--- src/rtl/imem_loader_pkg.sv ---
// imem_loader_pkg: shared loader FSM encoding and instruction memory geometry
package imem_loader_pkg;
  localparam int ADDR_W_DEF = 6;
  localparam int DATA_W_DEF = 32;
  typedef enum logic [1:0] {IDLE, LOAD, WRITE, DONE} state_t;
endpackage

--- src/rtl/imem_word_packer.sv ---
// imem_word_packer: assembles little-endian bytes into one instruction word
module imem_word_packer #(
  parameter int DATA_W = 32
) (
  input  logic              clk,
  input  logic              rst,
  input  logic              i_clear,
  input  logic              i_byte_en,
  input  logic [7:0]        i_byte,
  output logic [DATA_W-1:0] o_word,
  output logic              o_word_full
);
  localparam int CW = $clog2(DATA_W / 8);
  logic [CW-1:0]     r_cnt;
  logic [DATA_W-1:0] r_word;
  always_ff @(posedge clk)
    if (rst || i_clear) begin
      r_cnt  <= '0;
      r_word <= '0;
    end else if (i_byte_en) begin
      r_word[8*r_cnt +: 8] <= i_byte;
      r_cnt                <= r_cnt + CW'(1);
    end
  assign o_word      = r_word;
  assign o_word_full = i_byte_en && r_cnt == CW'(DATA_W / 8 - 1);
endmodule

--- src/rtl/imem_loader.sv ---
// imem_loader: streams program bytes into instruction memory while holding the CPU
module imem_loader
  import imem_loader_pkg::*;
#(
  parameter int ADDR_W = ADDR_W_DEF,
  parameter int DATA_W = DATA_W_DEF
) (
  input  logic              clk,
  input  logic              rst,
  input  logic              i_start,
  input  logic [ADDR_W:0]   i_num_words,
  input  logic              i_byte_valid,
  input  logic [7:0]        i_byte_data,
  output logic              o_byte_ready,
  input  logic [ADDR_W-1:0] i_fetch_addr,
  output logic [ADDR_W-1:0] o_mem_addr,
  output logic              o_mem_we,
  output logic [DATA_W-1:0] o_mem_wdata,
  output logic              o_cpu_hold,
  output logic              o_done
);
  state_t            r_state, w_next;
  logic [ADDR_W:0]   r_word_cnt, r_num_words, w_cnt_inc;
  logic              w_accept, w_full, w_launch;
  logic [DATA_W-1:0] w_word;
  assign w_launch  = r_state == IDLE && i_start;
  assign w_accept  = i_byte_valid && o_byte_ready;
  assign w_cnt_inc = r_word_cnt + (ADDR_W + 1)'(1);
  imem_word_packer #(.DATA_W(DATA_W)) u_packer (
    .clk        (clk),
    .rst        (rst),
    .i_clear    (w_launch),
    .i_byte_en  (w_accept),
    .i_byte     (i_byte_data),
    .o_word     (w_word),
    .o_word_full(w_full)
  );
  always_comb begin
    w_next = r_state;
    case (r_state)
      IDLE:    if (i_start) w_next = (i_num_words == '0) ? DONE : LOAD;
      LOAD:    if (w_full) w_next = WRITE;
      WRITE:   w_next = (w_cnt_inc == r_num_words) ? DONE : LOAD;
      default: w_next = IDLE;
    endcase
  end
  always_ff @(posedge clk)
    if (rst) begin
      r_state     <= IDLE;
      r_word_cnt  <= '0;
      r_num_words <= '0;
    end else begin
      r_state <= w_next;
      if (w_launch) begin
        r_word_cnt  <= '0;
        r_num_words <= i_num_words;
      end else if (r_state == WRITE) r_word_cnt <= w_cnt_inc;
    end
  assign o_byte_ready = r_state == LOAD;
  assign o_mem_we     = r_state == WRITE;
  assign o_done       = r_state == DONE;
  assign o_cpu_hold   = r_state != IDLE;
  assign o_mem_wdata  = w_word;
  assign o_mem_addr   = (r_state == IDLE) ? i_fetch_addr : r_word_cnt[ADDR_W-1:0];
endmodule

--- config.mk ---
export PLATFORM = sky130hd
export DESIGN_NAME = imem_loader
export DESIGN_NICKNAME = d
export VERILOG_FILES = /design/src/rtl/imem_loader_pkg.sv /design/src/rtl/imem_word_packer.sv /design/src/rtl/imem_loader.sv
export SDC_FILE = /design/constraint.sdc
export NUM_CORES = 1
export LEC_CHECK = 0
export BUFFER_PORTS_ARGS = -buffer_cell sky130_fd_sc_hd__buf_2
export CAP_MARGIN = 20
export CELL_PAD_IN_SITES_DETAIL_PLACEMENT = 0
export CELL_PAD_IN_SITES_GLOBAL_PLACEMENT = 2
export CORE_ASPECT_RATIO = 1.25
export CORE_MARGIN = 2
export CORE_UTILIZATION = 30
export CTS_CLUSTER_DIAMETER = 120
export DETAILED_ROUTE_END_ITERATION = 12
export GPL_ROUTABILITY_DRIVEN = 0
export GPL_TIMING_DRIVEN = 1
export PLACE_DENSITY_LB_ADDON = 0.2
export SYNTH_ARGS = -nofsm -noshare
export SYNTH_HDL_FRONTEND = slang
export SYNTH_SLANG_ARGS = --single-unit
export TNS_END_PERCENT = 30
--- constraint.sdc ---
create_clock -name clk -period 2 [get_ports clk]
set_input_delay 0.2 -clock clk [delete_from_list [all_inputs] [get_ports clk]]
set_output_delay 0.2 -clock clk [all_outputs]
set_load 0.02 [all_outputs]
Word-level counts from Yosys, hierarchy flattened
Index checks and enable logic that the tools add are counted.
W data, S select, Z words.
- flip-flop bits (word level): 50
- latch bits: 0
- memory bits (writable): 0
- memory bits (read-only): 0
- input bits: 25
- output and inout port bits: 42
- word-level logic and storage cells: 33
- memories kept: 0
- $add $sub $neg: 3
- multipliers: 0
- div/mod/pow operators: 0
- order comparisons: 0
- eq/ne operators: 7
- shift operators: 2
- multiplexer cells: 7
- bitwise operators: 0
- reductions and logical operators: 9
- operator list (cell ; count):
    $neg A5 Y34 ; 1
    $shift A8 B34 Y32 const A ; 1
    $shiftx A8 B34 Y32 ; 1
    $bwmux W32 ; 1
    $mux W2 ; 4
    $add A7 B1 Y7 const B ; 1
    $eq A7 B7 Y1 ; 1
    $logic_not A7 Y1 ; 1
    $eq A2 B2 Y1 const B ; 3
    $mux W6 ; 1
    $pmux W2 S3 ; 1
    $logic_and A1 B1 Y1 ; 3
    $add A2 B1 Y2 const B ; 1
    $eq A2 B1 Y1 const B ; 1
    $logic_not A2 Y1 ; 1
    $ne A2 B1 Y1 const B ; 1
    $ne A2 B2 Y1 const B ; 1
    $reduce_and A2 Y1 ; 1
    $reduce_bool A2 Y1 ; 1
    $reduce_or A2 Y1 ; 1
    $logic_or A1 B1 Y1 ; 1

Logic depth before layout (Yosys ltp)
Gate-level depths: netlist of run 1.
- depth after elaboration: 5
- mapped depth: 8
- depth with buffers taken out: 6

Cells and area by module
From an unflattened synthesis of run 1, not the netlist that was laid out.
- cell total of the unflattened synthesis: 256
- area, all modules: 2317.2 sq um
- modules (own cells, without submodules) (module ; instances ; cells an instance ; area each (sq um) ; sequential area each (sq um)):
    imem_word_packer ; 1 ; 140 ; 1365.1 ; 680.7
    imem_loader ; 1 ; 116 ; 952.2 ; 320.3

Worst setup path after synthesis of run 1
OpenSTA, ideal clock, no wires.
- path type: flip-flop to flip-flop
- start point: reg u_packer.r_cnt[0]
- end point: reg u_packer.r_word[0], in the netlist u_packer.o_word[0]
- library setup time: 0.066 ns
- arrival time: 1.719 ns
- required time: 1.934 ns
- slack: 0.214 ns
- stages on the path, launching flop included: 6
- path buffers: 0
- clock period less this slack: 1.786 ns
- cell sequence: dfxtp_1 > inv_1 > ha_1 > nor3b_1 > nand3_1 > a21oi_2
- cells in the longest elaborated chain, start to end: 3
- elaborated cells between the ends (all ways): 4
- those cells by class: add/sub: 1; shift: 2; mux: 1
- RTL lines (element ; RTL line ; source):
    from (decl) ; imem_word_packer.sv:14 ; logic [CW-1:0] r_cnt;
    from (signal assigned) ; imem_word_packer.sv:22 ; r_cnt <= r_cnt + CW'(1);
    $neg A5 Y34 * ; imem_word_packer.sv:21 ; r_word[8*r_cnt +: 8] <= i_byte;
    $shiftx A8 B34 Y32 or $shift A8 B34 Y32 (tied branches) ; imem_word_packer.sv:21 ;
    $bwmux W32 * ; imem_word_packer.sv:21 ;
    to (signal, indexed assignment) ; imem_word_packer.sv:21 ;
    to (decl) ; imem_word_packer.sv:15 ; logic [DATA_W-1:0] r_word;
Every way passes the cells marked *; elsewhere a longest branch is shown, timed or not.
A chain may end at the register's enable or synchronous reset.

Worst setup path in the final report of run 1
- start point: reg r_state[0]
- end point: out o_mem_addr[4]
- cells in the longest elaborated chain, start to end: 2
- RTL lines (element ; RTL line ; source):
    from (decl) ; imem_loader.sv:22 ; state_t r_state, w_next;
    from (signal assigned) ; imem_loader.sv:53 ; r_state <= w_next;
    $logic_not A2 Y1 ; imem_loader.sv:64 ; assign o_mem_addr = (r_state == IDLE) ? i_fetch_addr : r_word_cnt[ADDR_W-1:0];
    $mux W6 ; imem_loader.sv:64 ;
    to (decl) ; imem_loader.sv:16 ; output logic [ADDR_W-1:0] o_mem_addr,
Every way passes these cells.

==> results.py, run 1 <==
metrics = {
    "grt": {
        "antenna_found_initial": 0,
        "grt_pass1_wl_um": 10800,
        "grt_overflow": 0,
        "grt_usage_pct": 15.1,
        "grt_max_degree": 42,
        "grt_pass1_vias": 2132,
    },
    "drt": {
        "routed_wl_um": 6530,
        "dr.pass1.iters": 4,
        "drc": 0,
        "drt_iter0_markers": 39,
        "routed_via_density": 4.85,
        "vias": 2155,
        "postRouteAntennaNets": 0,
        "post_drt_wl_per_cell_um": 14.7,
    },
    "clock_network": {
        "cts_htree_levels": 2,
        "hold_buffers": 0,
        "postCtsSetupRepairBufs": 0,
        "clockRootBuffer": "clkbuf_8",
        "cts-resized-gates": 0,
        "cts_buffers": 5,
        "clock_latency_ns": 0.30,
        "clock-sinks": 50,
        "cts_tree": "built",
        "clk_pin_slew_worst_paths_ns": 0.09,
        "ctsLongestPathBuffers": 2,
    },
    "sta": {
        "final_max_slew_viol_count": 0,
        "min_period_ns": 1.74,
        "slew_headroom_pct": 58.2,
        "min_period_over_period_pct": 86.9,
        "tightest_slew_ns": 0.628,
        "setup_ws_ns": 0.263,
        "hold_viol_final": 0,
        "rsz0062_at_grt": "false",
        "setup_tns_ns": 0,
        "setup_viol": 0,
        "max_freq_mhz": 576,
        "fin_skew_ns": 0.0105,
    },
    "synthesis": {
        "netlist_instances": 279,
        "ys_top_cells_by_count": "dfxtp_1 (50), nand2_1 (40), nand3_1 (36), a21oi_2 (31), nor2_1 (20)",
        "synth_top_family_by_area": "simple AND/OR/NAND/NOR gates",
        "syn-cell-area_mm2": 0.00246,
        "synth_simple_gate_area_share_pct": 24.0,
        "syn_nets": 310,
        "async_reset_ff_share_pct": 0,
        "yosysTopAreaCell": "dfxtp_1",
        "synthDistinctLibCells": 36,
        "synth_compound_area_share_pct": 15.3,
        "synth_edf_count": 0,
        "ys.flop_type": "dfxtp_1",
        "syn_avg_cell_area_um2": 8.82,
        "ys_warn_count": 0,
        "synth_top_area_share_pct": 40.7,
        "muxShareOfSynthArea_pct": 6.41,
        "synthXorXnorAreaFrac_pct": 5.34,
        "synth-seq-cells": 50,
        "yosysMostFrequentCell": "dfxtp_1",
        "synth_seq_area_share_pct": 40.7,
        "synthAdderAreaFrac_pct": 3.05,
        "synthTopCellsByArea": "dfxtp_1 (41%), a21oi_2 (11%), nand3_1 (7.3%), nand2_1 (6.1%), mux2i_1 (3.7%)",
    },
    "setup_path": {
        "crit_required_ns": 1.80,
        "worstPathArrival_ns": 1.54,
        "critPathKind": "register to output port",
        "endpoint_kind": "output port",
        "cp-start-kind": "register",
        "r2r_cells": 6,
        "crit_fanout": 7,
    },
    "outcome": {
        "status": "finished, final reports clean",
    },
    "placement": {
        "dp_slack_ns": 0.310,
        "place.detailed.hpwl_um": 4680,
        "port_buffers": 66,
    },
    "pwr": {
        "power.leakage_nw": 1.20,
        "p_per_area_mw_per_mm2": 676,
        "ir_worst_vdd_v": 0.000311,
    },
    "die": {
        "start_util_pct": 31.2,
        "dieArea_mm2": 0.00894,
        "die_y_um": 105,
        "coreArea_mm2": 0.00788,
        "row_count": 36,
        "die_w_um": 85.0,
        "io_pins": 67,
    },
    "layout": {
        "drive_gt1_share_pct": 36.4,
        "antennaDiodeCount": 0,
        "syn_to_final_growth_pct": 22.4,
        "nNetsFinal": 379,
    },
    "run": {
        "maxCapViolations": 0,
    },
    "min_path": {
        "min_path_type": "primary input to register",
        "min_path_cells": 3,
    },
}
## where the power goes
part           switching, mW  internal [mW]  total, mW
clock                  0.345          0.374      0.718
sequential            0.0178           1.01       1.03
combinational          0.173          0.113      0.286
total                  0.535           1.50       2.04
## flip-flops by register name, indices dropped and copies added, names as in the netlist
name,cells
r_num_words,7
r_state,2
r_word_cnt,7
u_packer.o_word,32
u_packer.r_cnt,2
## per-layer routing
layer	vias up	global-route usage [%]	wire length (µm)	part of all wire (%)
met1	997	19.6	2940	45
li1	1094	-	-	-
met4	0	6.58	184	2.8
met5	-	0	0	0
met2	53	24.2	3110	48
met3	11	3.13	299	4.6
## logic make-up (layout without fill, tap and decap cells)
| family | count (synthesis) | after routing |
|---|---|---|
| simple gates | 124 | 124 |
| flops | 50 | 50 |
| compound gates | 47 | 47 |
| buf+inv | 22 | 92 |
| xor+xnor | 15 | 15 |
| mux | 15 | 15 |
| fa+ha+maj | 6 | 6 |
## final timing paths
kind / slack [ns] / endpoint / start
worst min register to register: 0.46 / u_packer.o_word[3] / u_packer.o_word[3]
worst max-delay path: 0.26 / o_mem_addr[4] / r_state[0]
worst max register to register: 0.32 / r_state[1] / r_word_cnt[1]
worst min-delay path: 0.16 / r_num_words[1] / i_num_words[1]
## per-stage QoR
step	power (mW)	area (µm²)	instances	hold WS (ns)	utilization [%]
2_1_floorplan	1.25	2460	279	0.347	-
3_3_place_gp	1.34	2900	436	0.441	36.8
3_5_place_dp	1.34	2900	436	0.446	36.8
4_1_cts	2.08	3010	444	0.150	38.2
5_1_grt	2.14	3010	444	0.160	38.2
6_report	2.04	3010	444	0.159	38.2
## cell usage in the layout (no fill, tap or decap), drive strengths merged, types with 4 or more instances in the layout
cell type and n:
buf 80, dfxtp 50, nand2 40, a21oi 39
nand3 36, nor2 21, xnor2 9, mux2i 9
xor2 6, and3 6, mux2 6, ha 6
clkbuf 6, nor3b 4, inv 4
## cell type report
class	instances	area, µm²
clock buffers	6	72.6
clock inverters	2	37.5
fillers	817	4870
inverters	4	15.0
multi-input cells	207	1330
flip-flops and latches	50	1000
well taps	95	119
repair buffers	80	435
## worst max-delay path, cell delays in order (launching register included)
cell and delay, ns:
dfxtp_1 0.34, buf_4 0.16, nor2_4 0.07, buf_4 0.17
mux2_2 0.34, buf_2 0.16
No activity file was read; power rests on OpenSTA's default activity.
==> inputs of run 2 (changes only) <==
--- a/config.mk
+++ b/config.mk
@@ -19,5 +19,6 @@
 export PLACE_DENSITY_LB_ADDON = 0.2
 export SYNTH_ARGS = -nofsm -noshare
 export SYNTH_HDL_FRONTEND = slang
+export SYNTH_HIERARCHICAL = 1
 export SYNTH_SLANG_ARGS = --single-unit
 export TNS_END_PERCENT = 30
==> results.py, run 2 <==
metrics = {
    "synthesis": {
        "synthTopCellsByArea": "dfxtp_1 (43%), nand2_1 (6.0%), a21oi_1 (5.4%), nand4_1 (4.6%), a32o_1 (3.5%)",
        "synth_edf_count": 0,
        "syn_avg_cell_area_um2": 9.05,
        "yosysTopAreaCell": "dfxtp_1",
        "synthDistinctLibCells": 50,
        "synth_top_area_share_pct": 43.2,
        "async_reset_ff_share_pct": 0,
        "syn-cell-area_mm2": 0.00232,
        "ys_top_cells_by_count": "dfxtp_1 (50), nand2_1 (37), a21oi_1 (25), nor2_1 (20), nand4_1 (17)",
        "synth-seq-cells": 50,
        "netlist_instances": 256,
        "ys_warn_count": 6,
        "syn_nets": 287,
        "ys.flop_type": "dfxtp_1",
        "synth_seq_area_share_pct": 43.2,
        "yosysMostFrequentCell": "dfxtp_1",
    },
    "die": {
        "coreArea_mm2": 0.00744,
        "die_w_um": 82.6,
        "row_count": 35,
        "io_pins": 67,
        "dieArea_mm2": 0.00845,
        "start_util_pct": 31.1,
        "die_y_um": 102,
    },
    "grt": {
        "grt_max_degree": 27,
        "grt_pass1_vias": 2059,
        "grt_pass1_wl_um": 10400,
        "grt_overflow": 0,
        "antenna_found_initial": 0,
        "grt_usage_pct": 16.2,
    },
    "clock_network": {
        "hold_buffers": 0,
        "cts-resized-gates": 0,
        "cts_htree_levels": 2,
        "cts_tree": "built",
        "clock-sinks": 50,
        "clock_latency_ns": 0.30,
        "ctsLongestPathBuffers": 2,
        "cts_buffers": 5,
        "clk_pin_slew_worst_paths_ns": 0.09,
        "clockRootBuffer": "clkbuf_8",
        "postCtsSetupRepairBufs": 0,
    },
    "sta": {
        "tightest_slew_ns": 0.516,
        "max_freq_mhz": 559,
        "setup_tns_ns": 0,
        "setup_viol": 0,
        "rsz0062_at_grt": "false",
        "fin_skew_ns": 0.00917,
        "min_period_ns": 1.79,
        "setup_ws_ns": 0.210,
        "min_period_over_period_pct": 89.5,
        "slew_headroom_pct": 65.5,
        "final_max_slew_viol_count": 0,
        "hold_viol_final": 0,
    },
    "drt": {
        "routed_via_density": 4.99,
        "drt_iter0_markers": 56,
        "highest-signal-layer": "met4",
        "vias": 2105,
        "dr.pass1.iters": 4,
        "postRouteAntennaNets": 0,
        "met3WireLength_um": 259,
        "met2RoutedLength_um": 3400,
        "routed_wl_um": 6360,
        "drc": 0,
        "met1Wirelength_um": 2560,
        "post_drt_wl_per_cell_um": 15.1,
    },
    "layout": {
        "final_cell_mix": "buf_2 (66), dfxtp_1 (50), nand2_1 (37)",
        "nNetsFinal": 360,
        "largest_reg_flops": 32,
        "fillers": 811,
        "fin_util_pct": 38.7,
        "drive_gt1_share_pct": 31.8,
        "antennaDiodeCount": 0,
        "syn_to_final_growth_pct": 24.4,
        "finalInstanceArea_mm2": 0.00288,
        "final_common_cell": "buf_2",
    },
    "setup_path": {
        "critPathLaunch": "r_word_cnt[1]",
        "timing.rr.end": "r_state[1]",
        "r2r_cells": 5,
        "critPathKind": "register to register",
        "crit_buf_inv": 0,
        "max_stage_delay_ns": 0.45,
        "crit_cells": 5,
        "cp-start-kind": "register",
        "crit_fanout": 6,
        "cp_cell_sequence": "ha_1, xnor2_1, o2111ai_1, a311o_1, o41ai_2",
        "rrSetupSlack_ns": 0.21,
        "r2r_start": "r_word_cnt[1]",
        "endpoint_kind": "register",
        "crit_end": "r_state[1]",
        "path_delay_family": "compound AO/OA/AOI/OAI gates",
        "slowest_stage": "dfxtp_1",
        "worstPathArrival_ns": 2.00,
        "crit_required_ns": 2.21,
    },
    "min_path": {
        "hp-start": "i_num_words[0]",
        "min_path_type": "primary input to register",
    },
    "placement": {
        "port_buffers": 66,
        "place.detailed.hpwl_um": 4870,
        "dp_slack_ns": 0.214,
        "place_area_mm2": 0.00277,
    },
    "run": {
        "maxCapViolations": 0,
    },
    "pwr": {
        "p_total_mw": 1.98,
        "ir_worst_vdd_v": 0.000261,
        "p_per_area_mw_per_mm2": 687,
        "power.leakage_nw": 1.24,
    },
    "outcome": {
        "status": "finished, final reports clean",
    },
}
## run 2: cell types whose count changed in the layout (fill, tap and decap cells not counted), sizes merged, moves of 6 or more
cell / before / now
a21oi: 39 / 26
mux2i: 9 / 3
a32o: 0 / 8
a32oi: 0 / 8
nand3: 36 / 4
nand4: 3 / 17
## run 2: cells by family after synthesis
logic type	count (synthesis)	share of synthesized area, %
simple gates	103	23.4
compound gates	54	16.1
flops	50	43.2
buf+inv	22	5.51
xor+xnor	14	5.29
mux	7	3.24
fa+ha+maj	6	3.24
## run 2: worst min-delay path: cells and delay by family
| kind | cells | cell delay (ns) |
|---|---|---|
| buffers and inverters | 1 | 0.11 |
| and+or+nand+nor | 1 | 0.05 |
| AOI/OAI and AO/OA | 1 | 0.05 |
## run 2: metrics by stage
stage | instances | hold WS [ns]
finish | 422 | 0.153
global route | 422 | 0.147
CTS | 422 | 0.144
detailed placement | 414 | 0.446
global placement | 414 | 0.444
floorplan | 256 | 0.336
## run 2: how the worst min path moves through the flow
stage,depth (start not counted),slack (ns),endpoint
2_1_floorplan,2,0.34,r_num_words[0]
3_3_place_gp,2,0.44,u_packer/o_word[24]
3_5_place_dp,2,0.45,u_packer/o_word[24]
4_1_cts,3,0.14,r_num_words[0]
5_1_grt,3,0.15,r_num_words[2]
6_report,3,0.15,r_num_words[0]
## run 2: cell type report
type / instances / area, µm² / share of cell area (%)
Timing Repair Buffer: 80 / 435 / 15.1
Clock inverter: 2 / 37.5 / 1.30
Multi-Input combinational cell: 184 / 1190 / 41.3
Sequential cell: 50 / 1000 / 34.7
Tap cell: 92 / 115 / 3.99
Inverter: 8 / 30.0 / 1.04
Clock buffer: 6 / 72.6 / 2.52
## run 2: per-layer routing
layer  vias up  track usage [%]
li1       1057                -
met1       988             19.3
met2        50             28.9
met3        10             2.83
met4         0             5.42
met5         -                0
## run 2: where the power goes
part	total, mW	switching (mW)	internal [mW]
logic	0.247	0.156	0.0910
registers	1.02	0.0124	1.01
clock network	0.708	0.334	0.374
total	1.98	0.503	1.48
==> inputs of run 3 (changes only) <==
--- a/config.mk
+++ b/config.mk
@@ -7,11 +7,9 @@
 export LEC_CHECK = 0
 export BUFFER_PORTS_ARGS = -buffer_cell sky130_fd_sc_hd__buf_2
 export CAP_MARGIN = 20
-export CELL_PAD_IN_SITES_DETAIL_PLACEMENT = 0
-export CELL_PAD_IN_SITES_GLOBAL_PLACEMENT = 2
 export CORE_ASPECT_RATIO = 1.25
 export CORE_MARGIN = 2
-export CORE_UTILIZATION = 30
+export CORE_UTILIZATION = 51
 export CTS_CLUSTER_DIAMETER = 120
 export DETAILED_ROUTE_END_ITERATION = 12
 export GPL_ROUTABILITY_DRIVEN = 0
==> results.py, run 3 (synthesis results as in run 2) <==
metrics = {
    "pwr": {
        "p_total_mw": 1.97,
        "p_per_area_mw_per_mm2": 691,
        "power_frac_comb_pct": 12.6,
        "ir_worst_vdd_v": 0.000490,
        "power.leakage_nw": 1.24,
        "power_frac_clock_pct": 35.3,
        "cellInternalPower_mw": 1.48,
        "seqPwrFrac_pct": 52.1,
        "switching_power_uw": 489,
        "p_sw_share_pct": 24.9,
    },
    "drt": {
        "postRouteAntennaNets": 0,
        "met3WireLength_um": 297,
        "drt_iter0_markers": 69,
        "post_drt_wl_per_cell_um": 14.6,
        "met2RoutedLength_um": 3010,
        "highest-signal-layer": "met4",
        "routed_wl_um": 5660,
        "routed_via_density": 5.45,
        "dr.pass1.iters": 5,
        "drc": 0,
        "met1Wirelength_um": 2240,
        "vias": 2121,
    },
    "setup_path": {
        "endpoint_kind": "register",
        "worstPathArrival_ns": 2.08,
        "critPathKind": "register to register",
        "cp-start-kind": "register",
        "crit_required_ns": 2.23,
        "crit_fanout": 14,
    },
    "clock_network": {
        "clk_pin_slew_worst_paths_ns": 0.09,
        "cts_htree_levels": 2,
        "clockRootBuffer": "clkbuf_8",
        "clock_latency_ns": 0.30,
        "postCtsSetupRepairBufs": 0,
        "ctsLongestPathBuffers": 2,
        "hold_buffers": 0,
        "cts-resized-gates": 0,
        "cts_tree": "built",
        "clock-sinks": 50,
        "cts_buffers": 5,
    },
    "placement": {
        "port_buffers": 66,
        "place.detailed.hpwl_um": 4340,
        "dp_slack_ns": 0.206,
    },
    "sta": {
        "max_freq_mhz": 541,
        "holdWs_ns": 0.153,
        "tightest_slew_ns": 0.527,
        "rsz0062_at_grt": "false",
        "slew_headroom_pct": 64.8,
        "hold_viol_final": 0,
        "final_max_slew_viol_count": 0,
        "setup_tns_ns": 0,
        "setup_ws_ns": 0.151,
        "fin_skew_ns": 0.00917,
        "min_period_over_period_pct": 92.4,
        "min_period_ns": 1.85,
        "setup_viol": 0,
    },
    "grt": {
        "antenna_found_initial": 0,
        "grt_usage_pct": 23.4,
        "grt_pass1_wl_um": 9340,
        "grt_max_degree": 27,
        "grt_pass1_vias": 2073,
        "grt_overflow": 0,
    },
    "layout": {
        "antennaDiodeCount": 0,
        "drive_gt1_share_pct": 31.7,
        "fillers": 412,
        "nNetsFinal": 361,
        "final_common_cell": "buf_2",
        "largest_reg_flops": 32,
        "syn_to_final_growth_pct": 22.9,
        "final_cell_mix": "buf_2 (66), dfxtp_1 (50), nand2_1 (37)",
    },
    "die": {
        "dieArea_mm2": 0.00510,
        "start_util_pct": 52.8,
        "io_pins": 67,
        "die_w_um": 64.3,
        "coreArea_mm2": 0.00439,
        "row_count": 27,
        "die_y_um": 79.4,
    },
    "run": {
        "maxCapViolations": 0,
    },
    "min_path": {
        "min_path_type": "primary input to register",
    },
    "outcome": {
        "status": "finished, final reports clean",
    },
}
-- run 3: critical path, cell delays in order (launching register included) --
cell and delay (ns):
dfxtp_1 0.48, inv_1 0.22, ha_1 0.37, nor3b_4 0.20
buf_4 0.22, nand4_1 0.13, a21oi_1 0.16
-- run 3: stage by stage --
stage	cell area [µm²]	std cells	utilization (%)
floorplan	2320	256	-
global placement	2740	381	62.3
detailed placement	2740	381	62.3
CTS	2850	389	64.8
global route	2850	389	64.8
finish	2850	389	64.8
-- run 3: final cells by class --
class                           instances  area, µm²  share of cell area, %
Clock buffer                            6       72.6                   2.55
Clock inverter                          2       37.5                   1.32
Inverter                                8       30.0                   1.05
Multi-Input combinational cell        184       1190                   41.8
Sequential cell                        50       1000                   35.1
Tap cell                               58       72.6                   2.55
Timing Repair Buffer                   81        443                   15.6
-- run 3: path summary, 6_finish.rpt --
kind | from | to | slack (ns) | depth (start not counted)
max | u_packer/r_cnt[0] | u_packer/o_word[26] | 0.15 | 6
min | i_num_words[3] | r_num_words[3] | 0.15 | 3
max reg2reg | u_packer/r_cnt[0] | u_packer/o_word[26] | 0.15 | 6
min reg2reg | u_packer/o_word[24] | u_packer/o_word[24] | 0.46 | 2
-- run 3: per-layer routing --
| layer | GRT usage, % | vias to the layer above |
|---|---|---|
| met4 | 8.30 | 0 |
| met2 | 44.6 | 69 |
| met3 | 4.53 | 8 |
| li1 | - | 1057 |
| met5 | 0 | - |
| met1 | 25.2 | 987 |
-- run 3: power groups by stage --
stage	sequential [mW]	combinational, mW	clock, mW
after CTS	1.03	0.248	0.722
after floorplan	1.05	0.152	0
after detailed placement	1.05	0.247	0
final	1.03	0.247	0.695
after global placement	1.05	0.243	0
after global routing	1.03	0.270	0.749
